## src/rtl/instr_fetch_unit_if.sv

```systemverilog
// Fetch-stage bus: memory read port, PC load, and the instruction valid/ready handshake.
// master = fetch unit side, slave = memory/controller side.
interface instr_fetch_unit_if #(
  parameter int unsigned ADDR_W = 13,
  parameter int unsigned DATA_W = 8
);
  logic                  fetch_req;
  logic                  pc_load;
  logic [ADDR_W-1:0]     pc_load_val;
  logic [DATA_W-1:0]     mem_rdata;
  logic [ADDR_W-1:0]     mem_addr;
  logic                  fetch_active;
  logic [2*DATA_W-1:0]   instr;
  logic                  instr_len;
  logic [ADDR_W-1:0]     instr_pc;
  logic                  instr_valid;
  logic                  instr_ready;
  logic [ADDR_W-1:0]     pc;

  modport master (
    input  fetch_req, pc_load, pc_load_val, mem_rdata, instr_ready,
    output mem_addr, fetch_active, instr, instr_len, instr_pc, instr_valid, pc
  );

  modport slave (
    output fetch_req, pc_load, pc_load_val, mem_rdata, instr_ready,
    input  mem_addr, fetch_active, instr, instr_len, instr_pc, instr_valid, pc
  );
endinterface

```

## src/rtl/instr_fetch_unit.sv

```systemverilog
// Instruction fetch stage: reads one or two bytes at the PC from a combinational-read memory
// and presents the assembled 16-bit instruction over a valid/ready handshake.
module instr_fetch_unit #(
  parameter int unsigned       ADDR_W   = 13,
  parameter int unsigned       DATA_W   = 8,
  parameter logic [2:0]        SHORT_OP = 3'b100,
  parameter logic [ADDR_W-1:0] RESET_PC = '0
) (
  input logic               clk,
  input logic               rst,
  instr_fetch_unit_if.master bus
);

  typedef enum logic [1:0] {StIdle, StFetch1, StFetch2, StValid} state_e;

  state_e              state;
  logic [ADDR_W-1:0]   pc_q;
  logic [ADDR_W-1:0]   pc_inc;
  logic [ADDR_W-1:0]   mem_addr_q;
  logic                fetch_active_q;
  logic [2*DATA_W-1:0] instr_q;
  logic                instr_len_q;
  logic [ADDR_W-1:0]   instr_pc_q;
  logic                instr_valid_q;

  // Natural overflow gives the modulo-2^ADDR_W wrap.
  assign pc_inc = pc_q + ADDR_W'(1);

  always_ff @(posedge clk or negedge rst) begin
    if (!rst) begin
      state          <= StIdle;
      pc_q           <= RESET_PC;
      mem_addr_q     <= '0;
      fetch_active_q <= 1'b0;
      instr_q        <= '0;
      instr_len_q    <= 1'b0;
      instr_pc_q     <= '0;
      instr_valid_q  <= 1'b0;
    end else if (bus.pc_load) begin
      // Jump abandons any fetch; an instruction handshaking this cycle still counts as taken.
      pc_q           <= bus.pc_load_val;
      state          <= StIdle;
      mem_addr_q     <= '0;
      fetch_active_q <= 1'b0;
      instr_valid_q  <= 1'b0;
    end else begin
      unique case (state)
        StIdle: begin
          if (bus.fetch_req) begin
            state          <= StFetch1;
            mem_addr_q     <= pc_q;
            fetch_active_q <= 1'b1;
          end
        end
        StFetch1: begin
          instr_q[2*DATA_W-1:DATA_W] <= bus.mem_rdata;
          instr_pc_q                 <= pc_q;
          pc_q                       <= pc_inc;
          if (bus.mem_rdata[DATA_W-1 -: 3] == SHORT_OP) begin
            instr_q[DATA_W-1:0] <= '0;
            instr_len_q         <= 1'b0;
            instr_valid_q       <= 1'b1;
            fetch_active_q      <= 1'b0;
            mem_addr_q          <= '0;
            state               <= StValid;
          end else begin
            mem_addr_q <= pc_inc;
            state      <= StFetch2;
          end
        end
        StFetch2: begin
          instr_q[DATA_W-1:0] <= bus.mem_rdata;
          instr_len_q         <= 1'b1;
          pc_q                <= pc_inc;
          instr_valid_q       <= 1'b1;
          fetch_active_q      <= 1'b0;
          mem_addr_q          <= '0;
          state               <= StValid;
        end
        StValid: begin
          if (bus.instr_ready) begin
            instr_valid_q <= 1'b0;
            state         <= StIdle;
          end
        end
        default: state <= StIdle;
      endcase
    end
  end

  assign bus.pc           = pc_q;
  assign bus.mem_addr     = mem_addr_q;
  assign bus.fetch_active = fetch_active_q;
  assign bus.instr        = instr_q;
  assign bus.instr_len    = instr_len_q;
  assign bus.instr_pc     = instr_pc_q;
  assign bus.instr_valid  = instr_valid_q;

endmodule

```

## src/flat_wrapper.sv

```systemverilog
// flat-port wrapper written by rule: the top's interface ports become plain ports
module instr_fetch_unit_flat 
#(
  parameter int unsigned       ADDR_W   = 13,
  parameter int unsigned       DATA_W   = 8,
  parameter logic [2:0]        SHORT_OP = 3'b100,
  parameter logic [ADDR_W-1:0] RESET_PC = '0
)
  (clk, rst, bus_fetch_req, bus_pc_load, bus_pc_load_val, bus_mem_rdata, bus_instr_ready, bus_mem_addr, bus_fetch_active, bus_instr, bus_instr_len, bus_instr_pc, bus_instr_valid, bus_pc);
  instr_fetch_unit_if #(.ADDR_W(ADDR_W), .DATA_W(DATA_W)) bus_i ();
  input logic clk;
  input logic rst;
  input wire logic [$bits(bus_i.fetch_req)-1:0] bus_fetch_req;
  input wire logic [$bits(bus_i.pc_load)-1:0] bus_pc_load;
  input wire logic [$bits(bus_i.pc_load_val)-1:0] bus_pc_load_val;
  input wire logic [$bits(bus_i.mem_rdata)-1:0] bus_mem_rdata;
  input wire logic [$bits(bus_i.instr_ready)-1:0] bus_instr_ready;
  output wire logic [$bits(bus_i.mem_addr)-1:0] bus_mem_addr;
  output wire logic [$bits(bus_i.fetch_active)-1:0] bus_fetch_active;
  output wire logic [$bits(bus_i.instr)-1:0] bus_instr;
  output wire logic [$bits(bus_i.instr_len)-1:0] bus_instr_len;
  output wire logic [$bits(bus_i.instr_pc)-1:0] bus_instr_pc;
  output wire logic [$bits(bus_i.instr_valid)-1:0] bus_instr_valid;
  output wire logic [$bits(bus_i.pc)-1:0] bus_pc;
  assign bus_i.fetch_req = bus_fetch_req;
  assign bus_i.pc_load = bus_pc_load;
  assign bus_i.pc_load_val = bus_pc_load_val;
  assign bus_i.mem_rdata = bus_mem_rdata;
  assign bus_i.instr_ready = bus_instr_ready;
  assign bus_mem_addr = bus_i.mem_addr;
  assign bus_fetch_active = bus_i.fetch_active;
  assign bus_instr = bus_i.instr;
  assign bus_instr_len = bus_i.instr_len;
  assign bus_instr_pc = bus_i.instr_pc;
  assign bus_instr_valid = bus_i.instr_valid;
  assign bus_pc = bus_i.pc;
  instr_fetch_unit #(.ADDR_W(ADDR_W), .DATA_W(DATA_W), .SHORT_OP(SHORT_OP), .RESET_PC(RESET_PC)) u_core (.clk(clk), .rst(rst), .bus(bus_i));
endmodule
```

## config.mk

```make
export PLATFORM = sky130hd
export DESIGN_NAME = instr_fetch_unit_flat
export DESIGN_NICKNAME = d
export VERILOG_FILES = /design/src/rtl/instr_fetch_unit_if.sv /design/src/rtl/instr_fetch_unit.sv /design/src/flat_wrapper.sv
export SDC_FILE = /design/constraint.sdc
export NUM_CORES = 1
export LEC_CHECK = 0
export ABC_CLOCK_PERIOD_IN_PS = 2600
export CAP_MARGIN = 20
export CORE_MARGIN = 10
export CORE_UTILIZATION = 23
export DETAILED_ROUTE_END_ITERATION = 10
export PLACE_DENSITY = 0.5
export SYNTH_ARGS = -nofsm -noshare
export SYNTH_HDL_FRONTEND = slang
export SYNTH_SLANG_ARGS = --single-unit
```

## constraint.sdc

```tcl
create_clock -name clk -period 2.6 [get_ports clk]
set_clock_uncertainty 0.1 [all_clocks]
set_input_delay 0.52 -clock clk [delete_from_list [all_inputs] [get_ports clk]]
set_output_delay 0.52 -clock clk [all_outputs]
set_load 0.1 [all_outputs]
```

==> summary.md <==
| Metric | Value |
|---|---|
| Final HPWL DP | around 7 mm |
| Iteration-0 DRC Markers | 91 |
| Seq/Total Area, Yosys | 50.2% |
| Pin count of the biggest net entering global routing | 36 |
| Post-CTS sizing | 0 |
| Crit path cell chain | inv_1 -> ha_1 -> nand3_1 -> or3_4 -> or3_1 -> a311oi_1 |
| Fraction of registers with async set/reset | 100% |
| Syn Area/Cell | around 11 µm² |
| Final Hold Viols | 0 |
| Unique masters post-synth | 44 |
| Startpoint types | flip-flop |
| WP data required | about 2.7 ns |
| Status | complete, no violations |
| Syn Nets | ~310 |
| Port buffer count | 83 |
| Synth-to-layout area growth | 40.7% |
| Area share of fa/ha/maj cells after synthesis | 2.51% |
| Critical path fanouts, max | 9 |
| Final net count | 399 |
| Yosys warnings | 0 |
| Die Ht | around 130 µm |
| Delay of the slowest cell on the worst path | 0.48 ns |
| CP delay by family, top | simple AND/OR/NAND/NOR gates |
| DR vias | 2457 |
| Final Max Tran Viols | 0 |
| Compound-Gate Fraction of Synth Area | a little over an eighth |
| Hold Path Class | reg -> reg |
| CORE AREA | 0.0127 mm² |
| Mean routed wirelength per cell | 16.8 µm |
| First drt pass iteration count | 4 |
| Mapped Area | 0.00299 mm² |
| Crit path time final | between 2 and 2.5 ns |
| Crit share post-route | 93.9% |
| H-tree depth | 3 |
| CTS Sinks | 60 |
| Antenna cells | 0 |
| Dominant synthesized flop cell | dfrtp_1 |
| Final TNS setup | 0 ns |
| Worst-path clk slew | 0.05 ns |
| Final setup violation count | 0 |
| Clk root buf | clkbuf_16 |
| #FFs+latches synth | 60 |
| Largest family of logic cells by synthesized area | simple AND/OR/NAND/NOR gates |
| First-pass GRT wire length | 14.6 mm |
| Initial Util | 23.6% |
| Max_cap viols | 0 |
| Rows | around 40 |
| Max stage delay cell, worst path | ha_1 |
| Hold_buf cts | 1 |
| Top Usage Layer GRT | met2 |
| Slew @ Worst Pin | about 0.61 ns |
| Endpoint class of the critical path | flip-flop |
| Mux contribution to synthesized area | 8.95% |
| EDFF count, synth | 0 |
| Filler Cell Count | 1304 |
| Die Wd | 134 µm |
| GPL Wtd Cong | 0.824 |
| Grt met1 use | 12.9% |
| M3 GR Usage | 4.37% |
| Share of layout cells above drive strength 1 | 33.6% |
| Post-CTS setup buffers | 0 |
| Crit path DAT | 2.58 ns |
| Final Routed Wirelength | just over 9 mm |
| Syn Inst Count | 273 |
| Drt drc | 0 |
| Die Footprint | 0.0180 mm² |
| Routed Antenna Nets | 0 |
| Rel. slew slack | 59.0% |
| Clock latency on the worst-skew pair | roughly 0.33 ns |
| Initial antenna violation count | 0 |
| Synth Area in XOR/XNOR | under 10% |
| Highest Clock Rate | 410 MHz |
| Longest Clk Path Bufs | 2 |
| CTS Buf Count | 9 |
| GRT Resource Usage Total | 10.2% |
| CTS tree | done |
| Simple-gate share of the synthesized area | 16.2% |
| Critical path class | reg -> reg |
| Via density | ~4.5 |
| I/O pins | 84 |
| RSZ-0062 raised after global routing | false |
| Met2 Use GR | between 10% and 20% |
| Crit path buf inv count | 1 |
| Congestion Overflow GR | 0 |
| Vias in the first global route | between 2000 and 3000 |
-- cell families (layout without fill, tap and decap cells) --
group,count (synthesis),in the layout
compound gates,59,59
xor+xnor,12,12
fa+ha+maj,6,6
buf+inv,23,122
flops,60,60
mux,24,24
simple gates,89,89
-- registers in the layout, indices dropped and copies added, names as in the netlist --
name and flops:
u_core.bus.fetch_active 1, u_core.state 2, u_core.bus.instr 16, u_core.bus.pc 13, u_core.bus.instr_len 1, u_core.bus.instr_valid 1
u_core.bus.instr_pc 13, u_core.bus.mem_addr 13
-- synth_stat cells (2+ instances only) --
library cell,number,share of area (%)
inv_1,4,0.50
o21ai_0,19,3.2
nand2b_1,5,1.0
nor3b_1,2,0.50
nor3_1,8,1.3
buf_4,4,1.0
nor2_1,16,2.0
nor4_1,5,1.0
buf_1,2,0.25
o31ai_1,2,0.50
a311oi_1,7,2.1
nand4_1,5,1.0
dfrtp_1,60,50
ha_1,6,2.5
mux2_2,22,8.3
nand3_1,8,1.3
a22o_1,8,2.3
or3b_2,2,0.59
nand2_1,20,2.5
xor2_1,5,1.5
o211ai_1,3,0.75
and3_1,2,0.42
clkbuf_1,4,0.50
a31oi_1,2,0.42
buf_2,2,0.33
or3_1,6,1.3
nand3b_1,4,1.0
mux2i_1,2,0.67
a21oi_1,6,1.0
nor3b_2,2,0.84
clkbuf_8,5,2.3
a211oi_1,6,1.5
xnor2_1,7,2.1
a21o_1,2,0.50
-- final cells by class --
type	instances	area (µm²)	area share (%)
Clock inverter	5	75.1	1.78
Multi-Input combinational cell	190	1330	31.7
Inverter	5	18.8	0.446
Timing Repair Buffer	101	818	19.4
Sequential cell	60	1500	35.7
Clock buffer	11	243	5.77
Tap cell	172	215	5.11
-- worst paths after layout --
kind                                 startpoint                endpoint  slack [ns]  cells past startpoint
min                        u_core.bus.instr_len    u_core.bus.instr_len        0.40                      1
max                             u_core.state[1]  u_core.bus.mem_addr[8]        0.16                      6
max in group asynchronous                   rst         u_core.state[1]        1.35                      3
max reg2reg                     u_core.state[1]  u_core.bus.mem_addr[8]        0.16                      6
min reg2reg                u_core.bus.instr_len    u_core.bus.instr_len        0.40                      1
min in group asynchronous                   rst  u_core.bus.instr_pc[9]        0.42                      2
-- metal layers --
layer  routed length [µm]  vias to the layer above
li1                     -                     1179
met1                 4290                     1200
met2                 4080                       68
met3                  666                       10
met4                  119                        0
met5                    0                        -
-- through the flow --
step	util [%]	cells	hold WS [ns]	setup slack (ns)	cell area, µm²
2_1_floorplan	-	273	0.124	0.110	2990
3_3_place_gp	30.6	527	0.213	0.201	3880
3_5_place_dp	30.6	527	0.211	0.173	3880
4_1_cts	33.2	544	0.394	0.153	4210
5_1_grt	33.2	544	0.413	0.0473	4210
6_report	33.2	544	0.398	0.160	4210
-- placed cells by master (no fill, tap or decap), drive strengths merged, types with 3 or more instances in the layout --
cell            n
nand3b          4
nand2          20
nand4           5
mux2           22
clkbuf         11
ha              6
dfrtp          60
a211oi          6
nand2b          5
nor4            5
clkinv          4
a22o            8
inv             4
xnor2           7
nor2           16
buf            76
nand3           9
o21ai          19
clkdlybuf4s50  24
a311oi          7
xor2            5
nor3b           4
a21oi           6
or3             8
nor3            8
o211ai          3
Power is not shown: default switching activity piles up to over one toggle a cycle in this logic, so the estimate is an artifact.
